===== config.mk =====
export PLATFORM = sky130hd
export DESIGN_NAME = main_control_fsm_flat
export DESIGN_NICKNAME = d
export VERILOG_FILES = /design/src/rtl/main_control_fsm_if.sv /design/src/rtl/main_control_fsm.sv /design/src/flat_wrapper.sv
export SDC_FILE = /design/constraint.sdc
export NUM_CORES = 1
export LEC_CHECK = 0
export ABC_AREA = 1
export BUFFER_PORTS_ARGS = -buffer_cell sky130_fd_sc_hd__buf_2
export CAP_MARGIN = 20
export CORE_ASPECT_RATIO = 1.4
export CORE_UTILIZATION = 44
export DETAILED_ROUTE_END_ITERATION = 6
export PLACE_DENSITY = 0.66
export SLEW_MARGIN = 40
export SYNTH_ARGS = -nofsm -noshare
export SYNTH_HDL_FRONTEND = slang
export SYNTH_SLANG_ARGS = --single-unit

===== constraint.sdc =====
create_clock -name clk -period 1.7 [get_ports clk]
set_input_delay 0.255 -clock clk [delete_from_list [all_inputs] [get_ports clk]]
set_output_delay 0.255 -clock clk [all_outputs]
set_load 0.01 [all_outputs]

===== src/rtl/main_control_fsm_if.sv =====
// Handshake and strobe bundle between the main control FSM, the memories and the datapath.
// The FSM side is the master: it issues the memory requests and datapath strobes.
interface main_control_fsm_if;
    logic [15:0] instr;
    logic        imem_ack;
    logic        dmem_ack;
    logic        zero;
    logic        imem_req;
    logic        dmem_req;
    logic        dmem_we;
    logic        ir_we;
    logic        pc_inc;
    logic        pc_branch;
    logic        pc_jump;
    logic        alu_src;
    logic        mem_to_reg;
    logic        reg_write;
    logic [1:0]  alu_op;
    logic [3:0]  opcode;
    logic        trap;
    logic        bus_err;

    modport master (
        input  instr, imem_ack, dmem_ack, zero,
        output imem_req, dmem_req, dmem_we, ir_we, pc_inc, pc_branch, pc_jump,
               alu_src, mem_to_reg, reg_write, alu_op, opcode, trap, bus_err
    );

    modport slave (
        output instr, imem_ack, dmem_ack, zero,
        input  imem_req, dmem_req, dmem_we, ir_we, pc_inc, pc_branch, pc_jump,
               alu_src, mem_to_reg, reg_write, alu_op, opcode, trap, bus_err
    );
endinterface


===== src/rtl/main_control_fsm.sv =====
// Multi-cycle main control unit for the 16-bit RISC core: sequences FETCH/DECODE/EXEC/MEM/WB,
// handshakes with instruction/data memory and produces datapath strobes and {alu_op, opcode}.
module main_control_fsm #(
    parameter int unsigned TIMEOUT = 15
) (
    input  logic                clk,
    input  logic                rst_n,
    main_control_fsm_if.master  bus
);
    localparam int unsigned CNT_W = 8;
    localparam int unsigned OP_W  = 4;

    localparam logic [OP_W-1:0] OP_LD  = 4'h0;
    localparam logic [OP_W-1:0] OP_ST  = 4'h1;
    localparam logic [OP_W-1:0] OP_BEQ = 4'hB;
    localparam logic [OP_W-1:0] OP_BNE = 4'hC;
    localparam logic [OP_W-1:0] OP_JMP = 4'hD;

    typedef enum logic [2:0] {
        S_FETCH,
        S_DECODE,
        S_EXEC,
        S_MEM,
        S_WB,
        S_TRAP
    } state_t;

    state_t            state, next_state;
    logic [CNT_W-1:0]  wait_cnt, wait_cnt_d;
    logic [OP_W-1:0]   opcode_d;
    logic [1:0]        alu_op_d;
    logic              pending, timeout_hit, fetch_done;
    logic              imem_req_d, dmem_req_d, dmem_we_d, pc_jump_d;
    logic              alu_src_d, mem_to_reg_d, reg_write_d, trap_d, bus_err_d;
    logic              instr_unused;

    function automatic logic is_illegal(input logic [OP_W-1:0] op);
        return (op == 4'hA) || (op == 4'hE) || (op == 4'hF);
    endfunction

    function automatic logic is_rtype(input logic [OP_W-1:0] op);
        return (op >= 4'h2) && (op <= 4'h9);
    endfunction

    function automatic logic is_ldst(input logic [OP_W-1:0] op);
        return (op == OP_LD) || (op == OP_ST);
    endfunction

    function automatic logic [1:0] alu_class(input logic [OP_W-1:0] op);
        if (is_ldst(op))
            return 2'b10;
        else if ((op == OP_BEQ) || (op == OP_BNE))
            return 2'b01;
        else
            return 2'b00;
    endfunction

    // Only the opcode field of the instruction word is decoded here.
    assign instr_unused = ^bus.instr[11:0];

    // IR load and PC increment coincide with the accepted fetch handshake.
    assign fetch_done    = (state == S_FETCH) && bus.imem_req && bus.imem_ack;
    assign bus.ir_we     = fetch_done;
    assign bus.pc_inc    = fetch_done;
    assign bus.pc_branch = (state == S_EXEC) &&
                           (((bus.opcode == OP_BEQ) && bus.zero) ||
                            ((bus.opcode == OP_BNE) && !bus.zero));

    always_ff @(posedge clk or negedge rst_n) begin
        if (!rst_n) begin
            state          <= S_FETCH;
            wait_cnt       <= '0;
            bus.imem_req   <= 1'b0;
            bus.dmem_req   <= 1'b0;
            bus.dmem_we    <= 1'b0;
            bus.pc_jump    <= 1'b0;
            bus.alu_src    <= 1'b0;
            bus.mem_to_reg <= 1'b0;
            bus.reg_write  <= 1'b0;
            bus.alu_op     <= 2'b00;
            bus.opcode     <= '0;
            bus.trap       <= 1'b0;
            bus.bus_err    <= 1'b0;
        end else begin
            state          <= next_state;
            wait_cnt       <= wait_cnt_d;
            bus.imem_req   <= imem_req_d;
            bus.dmem_req   <= dmem_req_d;
            bus.dmem_we    <= dmem_we_d;
            bus.pc_jump    <= pc_jump_d;
            bus.alu_src    <= alu_src_d;
            bus.mem_to_reg <= mem_to_reg_d;
            bus.reg_write  <= reg_write_d;
            bus.alu_op     <= alu_op_d;
            bus.opcode     <= opcode_d;
            bus.trap       <= trap_d;
            bus.bus_err    <= bus_err_d;
        end
    end

    // Next state, wait counter, and the registered outputs decoded from the next state/opcode.
    always_comb begin
        next_state   = state;
        opcode_d     = bus.opcode;
        bus_err_d    = bus.bus_err;
        pending      = 1'b0;

        case (state)
            S_FETCH: begin
                pending = bus.imem_req && !bus.imem_ack;
                if (fetch_done) begin
                    next_state = S_DECODE;
                    opcode_d   = bus.instr[15:12];
                end
            end
            S_DECODE: begin
                if (is_illegal(bus.opcode))
                    next_state = S_TRAP;
                else if (bus.opcode == OP_JMP)
                    next_state = S_FETCH;
                else
                    next_state = S_EXEC;
            end
            S_EXEC: begin
                if (is_ldst(bus.opcode))
                    next_state = S_MEM;
                else if (is_rtype(bus.opcode))
                    next_state = S_WB;
                else
                    next_state = S_FETCH;
            end
            S_MEM: begin
                pending = bus.dmem_req && !bus.dmem_ack;
                if (bus.dmem_req && bus.dmem_ack)
                    next_state = (bus.opcode == OP_ST) ? S_FETCH : S_WB;
            end
            S_WB:    next_state = S_FETCH;
            S_TRAP:  next_state = S_TRAP;
            default: next_state = S_FETCH;
        endcase

        // An ack in the final allowed wait cycle is handled above and never reaches here.
        timeout_hit = pending && (wait_cnt == CNT_W'(TIMEOUT - 1));
        if (timeout_hit) begin
            next_state = S_TRAP;
            bus_err_d  = 1'b1;
        end

        if (next_state != state)
            wait_cnt_d = '0;
        else if (pending)
            wait_cnt_d = wait_cnt + CNT_W'(1);
        else
            wait_cnt_d = wait_cnt;

        imem_req_d   = (next_state == S_FETCH);
        dmem_req_d   = (next_state == S_MEM);
        dmem_we_d    = (next_state == S_MEM) && (opcode_d == OP_ST);
        alu_src_d    = ((next_state == S_EXEC) && is_ldst(opcode_d)) || (next_state == S_MEM);
        mem_to_reg_d = (next_state == S_WB) && (opcode_d == OP_LD);
        reg_write_d  = (next_state == S_WB);
        pc_jump_d    = (next_state == S_DECODE) && (opcode_d == OP_JMP);
        trap_d       = bus.trap || (next_state == S_TRAP);
        alu_op_d     = (next_state inside {S_EXEC, S_MEM, S_WB}) ? alu_class(opcode_d) : 2'b00;
    end
endmodule


===== src/flat_wrapper.sv =====
// flat-port wrapper written by rule: the top's interface ports become plain ports
module main_control_fsm_flat 
#(
    parameter int unsigned TIMEOUT = 15
)
  (clk, rst_n, bus_instr, bus_imem_ack, bus_dmem_ack, bus_zero, bus_imem_req, bus_dmem_req, bus_dmem_we, bus_ir_we, bus_pc_inc, bus_pc_branch, bus_pc_jump, bus_alu_src, bus_mem_to_reg, bus_reg_write, bus_alu_op, bus_opcode, bus_trap, bus_bus_err);
  main_control_fsm_if bus_i ();
  input  logic clk;
  input  logic rst_n;
  input wire logic [$bits(bus_i.instr)-1:0] bus_instr;
  input wire logic [$bits(bus_i.imem_ack)-1:0] bus_imem_ack;
  input wire logic [$bits(bus_i.dmem_ack)-1:0] bus_dmem_ack;
  input wire logic [$bits(bus_i.zero)-1:0] bus_zero;
  output wire logic [$bits(bus_i.imem_req)-1:0] bus_imem_req;
  output wire logic [$bits(bus_i.dmem_req)-1:0] bus_dmem_req;
  output wire logic [$bits(bus_i.dmem_we)-1:0] bus_dmem_we;
  output wire logic [$bits(bus_i.ir_we)-1:0] bus_ir_we;
  output wire logic [$bits(bus_i.pc_inc)-1:0] bus_pc_inc;
  output wire logic [$bits(bus_i.pc_branch)-1:0] bus_pc_branch;
  output wire logic [$bits(bus_i.pc_jump)-1:0] bus_pc_jump;
  output wire logic [$bits(bus_i.alu_src)-1:0] bus_alu_src;
  output wire logic [$bits(bus_i.mem_to_reg)-1:0] bus_mem_to_reg;
  output wire logic [$bits(bus_i.reg_write)-1:0] bus_reg_write;
  output wire logic [$bits(bus_i.alu_op)-1:0] bus_alu_op;
  output wire logic [$bits(bus_i.opcode)-1:0] bus_opcode;
  output wire logic [$bits(bus_i.trap)-1:0] bus_trap;
  output wire logic [$bits(bus_i.bus_err)-1:0] bus_bus_err;
  assign bus_i.instr = bus_instr;
  assign bus_i.imem_ack = bus_imem_ack;
  assign bus_i.dmem_ack = bus_dmem_ack;
  assign bus_i.zero = bus_zero;
  assign bus_imem_req = bus_i.imem_req;
  assign bus_dmem_req = bus_i.dmem_req;
  assign bus_dmem_we = bus_i.dmem_we;
  assign bus_ir_we = bus_i.ir_we;
  assign bus_pc_inc = bus_i.pc_inc;
  assign bus_pc_branch = bus_i.pc_branch;
  assign bus_pc_jump = bus_i.pc_jump;
  assign bus_alu_src = bus_i.alu_src;
  assign bus_mem_to_reg = bus_i.mem_to_reg;
  assign bus_reg_write = bus_i.reg_write;
  assign bus_alu_op = bus_i.alu_op;
  assign bus_opcode = bus_i.opcode;
  assign bus_trap = bus_i.trap;
  assign bus_bus_err = bus_i.bus_err;
  main_control_fsm #(.TIMEOUT(TIMEOUT)) u_core (.clk(clk), .rst_n(rst_n), .bus(bus_i));
endmodule

==> out/summary.txt <==
Outcome: finished clean
Initial Util: 47.70%
Met3 Wirelength: 103 um
Register area share after synthesis: 46.47%
Setup TNS: 0 ps
Final setup viols: 0
H-tree level count: 1
Worst Skew: 6.181 ps
Vias per inst: 4.848
Most flops, register: u_core.wait_cnt
CP Capture Type: primary output
Avg Cell Area, Syn: 7.822 um^2
Area of the multi-input gates: 701.9 um^2
Crit path capture: bus_pc_branch
Clk slew on worst S/H paths: 90 ps
Most frequent cells in the layout: nand2_1, nor2_1, inv_1, buf_2, dfrtp_1
DIE WIDTH: 49.68 um
WP data arrival: 1350 ps
Final worst slack: 99.34 ps
Max_cap viols: 0
Post-synthesis simple-gate area fraction: 34.94%
DR iter-0 viols: 21
GRT Resource Usage Total: 19.85%
Largest family of logic cells by synthesized area: simple AND/OR/NAND/NOR gates
GPL Wtd Cong: 0.8094
Worst r2r src: u_core.state[2]
Crit Path Class: reg2out
Clk sinks: 26
Layout net count: 243
Final worst path period share: 94.16%
Row count: 23
Synthesis-stage register bit count: 26
Antenna Nets Post-Route: 0
Peak VDD IR: 1.016 mV
Core Box Area: 2935 um^2
Vias in the first global route: 1196
Worst slew pin tran: 584.4 ps
Cells after Synth: 179
Wire per inst: 11.95 um
Filler cell count: 274
Grt ovf: 0
Pre-CTS setup slack: -1.822 ps
Register Area: 653.1 um^2
WL met1: 1.191 mm
Xor/xnor share of the synthesized area: 3.753%
Mapped cell area: 1400 um^2
First-pass GRT wire length: 5.009 mm
Synth warn: 0
DP HPWL: 2.329 mm
Post-synth top area share: 46.47%
Die Height: 68.75 um
Router iterations before antenna repair: 5
Post-synthesis mux area share: 0.7149%
Top cells by area, synth: dfrtp_1, nand2_1, nor2_1, inv_1, nand3_1
DR WL met2: 1.708 mm
Synth Area in Compound Gates: 4.558%
Initial antenna violation count: 0
Largest area contributor in the netlist: dfrtp_1
Unique masters post-synth: 25
I/O pins: 39
Critical Path Source: u_core.bus.opcode[2]
Max-slew headroom: 61.04%
Regs by FF count: u_core.wait_cnt: 8 flops, u_core.bus.opcode: 4 flops, u_core.state: 3 flops
R2r setup slk: 140 ps
Max Slew Vio Count: 0
Synthesized net count: 202
Clock insertion delay at the later pin of the skew report: 280 ps
Root buf cell: clkbuf_8
Commonest non-fill, non-tap cell in the layout: nand2_1
Req. time, crit path: 1440 ps
Adder-Cell Fraction of Synth Area: 1.787%
Ant. Diodes: 0
Share of cells above drive strength 1: 29.22%
Die footprint: 3415 um^2
Total CTS buffers: 3
Top Layer Used: met4
Max reg flops: 8
Static Leak: 0.9647 nW
Reg2Reg Depth: 10
Reg-to-reg endpoint: u_core.wait_cnt[0]
Synth-to-Final Area Change: 28.06%
TritonCTS clock tree: yes
Final Hold Vio Count: 0
CP startpoint kind: flop
Achievable Freq: 624.7 MHz
CP Max Fanout: 4
Via count: 1241
Worst min-delay path class: in2reg
Largest net degree at the start of global routing: 27
IO buf count: 26
Maximum clock insertion buffer count: 2
Final Critical Period: 1601 ps
Final WL: 3.058 mm
Power density cells: 1691 nW/um^2
Residual DRC count: 0
critical path, stage by stage (launching register included):
cell     delay (ps)
dfrtp_1         420
inv_1           110
nand2_1          80
o21a_1          170
nor3_1          150
buf_2           150
per-stage QoR:
stage	hold WS, ps	util, %	cell area, um^2	power, W	instances
detailed placement	295.4	54.73	1607	0.002314	246
global route	252.9	61.08	1793	0.003285	256
global placement	281.0	54.73	1607	0.002275	246
CTS	233.9	57.67	1693	0.002850	251
floorplan	-40.59	-	1400	0.001867	179
finish	235.8	61.08	1793	0.003032	256
layer usage:
| metal | global-route usage (%) | up-vias |
|---|---|---|
| li1 | - | 632 |
| met1 | 20.61 | 577 |
| met2 | 39.02 | 27 |
| met3 | 2.632 | 5 |
| met4 | 9.643 | 0 |
| met5 | 0 | - |
where the power goes:
| part | switching [W] | leakage, nW | internal [W] |
|---|---|---|---|
| Clock | 0.000204 | 0.0357 | 0.000315 |
| Sequential | 0.000129 | 0.336 | 0.000776 |
| Combinational | 0.000996 | 0.593 | 0.000611 |
Yosys cell counts, drive strengths merged:
library cell	number
a21oi	3
a31oi	1
and3	1
buf	1
dfrtp	26
ha	2
inv	27
mux2i	1
nand2	50
nand3	14
nand3b	1
nand4	2
nor2	34
nor3	4
o21a	1
o21ai	4
o21bai	1
xor2	6
area by class of cell:
class	count	share of cell area [%]
multi-input cells	125	39.15
flip-flops and latches	26	36.43
repair buffers	37	12.21
inverters	27	5.652
well taps	37	2.582
clock buffers	3	2.303
clock inverters	1	1.675
cell families after synthesis:
kind of cell             count (synthesis)
AND/OR/NAND/NOR                        106
flip-flops                              26
AO/OA/AOI/OAI                           10
adder cells (fa/ha/maj)                  2
buffers and inverters                   28
XOR/XNOR                                 6
multiplexers                             1
repair_timing:
action | CTS | global route
setup endpoints to repair | 8 | 17
gates resized for setup | 1 | 17
pin swaps | 0 | 6
hold endpoints to repair | 26 | 0
cloned | 0 | 0
hold buffers | 1 | 0
setup buffers | 0 | 5
how the worst min path moves through the flow:
stage                  startpoint              endpoint  slack [ps]  cells after the start
floorplan                   rst_n  u_core.bus.alu_op[0]         -40                      0
global placement            rst_n    u_core.wait_cnt[5]         280                      1
detailed placement          rst_n    u_core.wait_cnt[5]         300                      1
CTS                 bus_instr[13]  u_core.bus.opcode[1]         230                      3
global route        bus_instr[13]  u_core.bus.opcode[1]         250                      3
finish              bus_instr[13]  u_core.bus.opcode[1]         240                      3
Note: power is estimated with default switching activity, not from simulation.
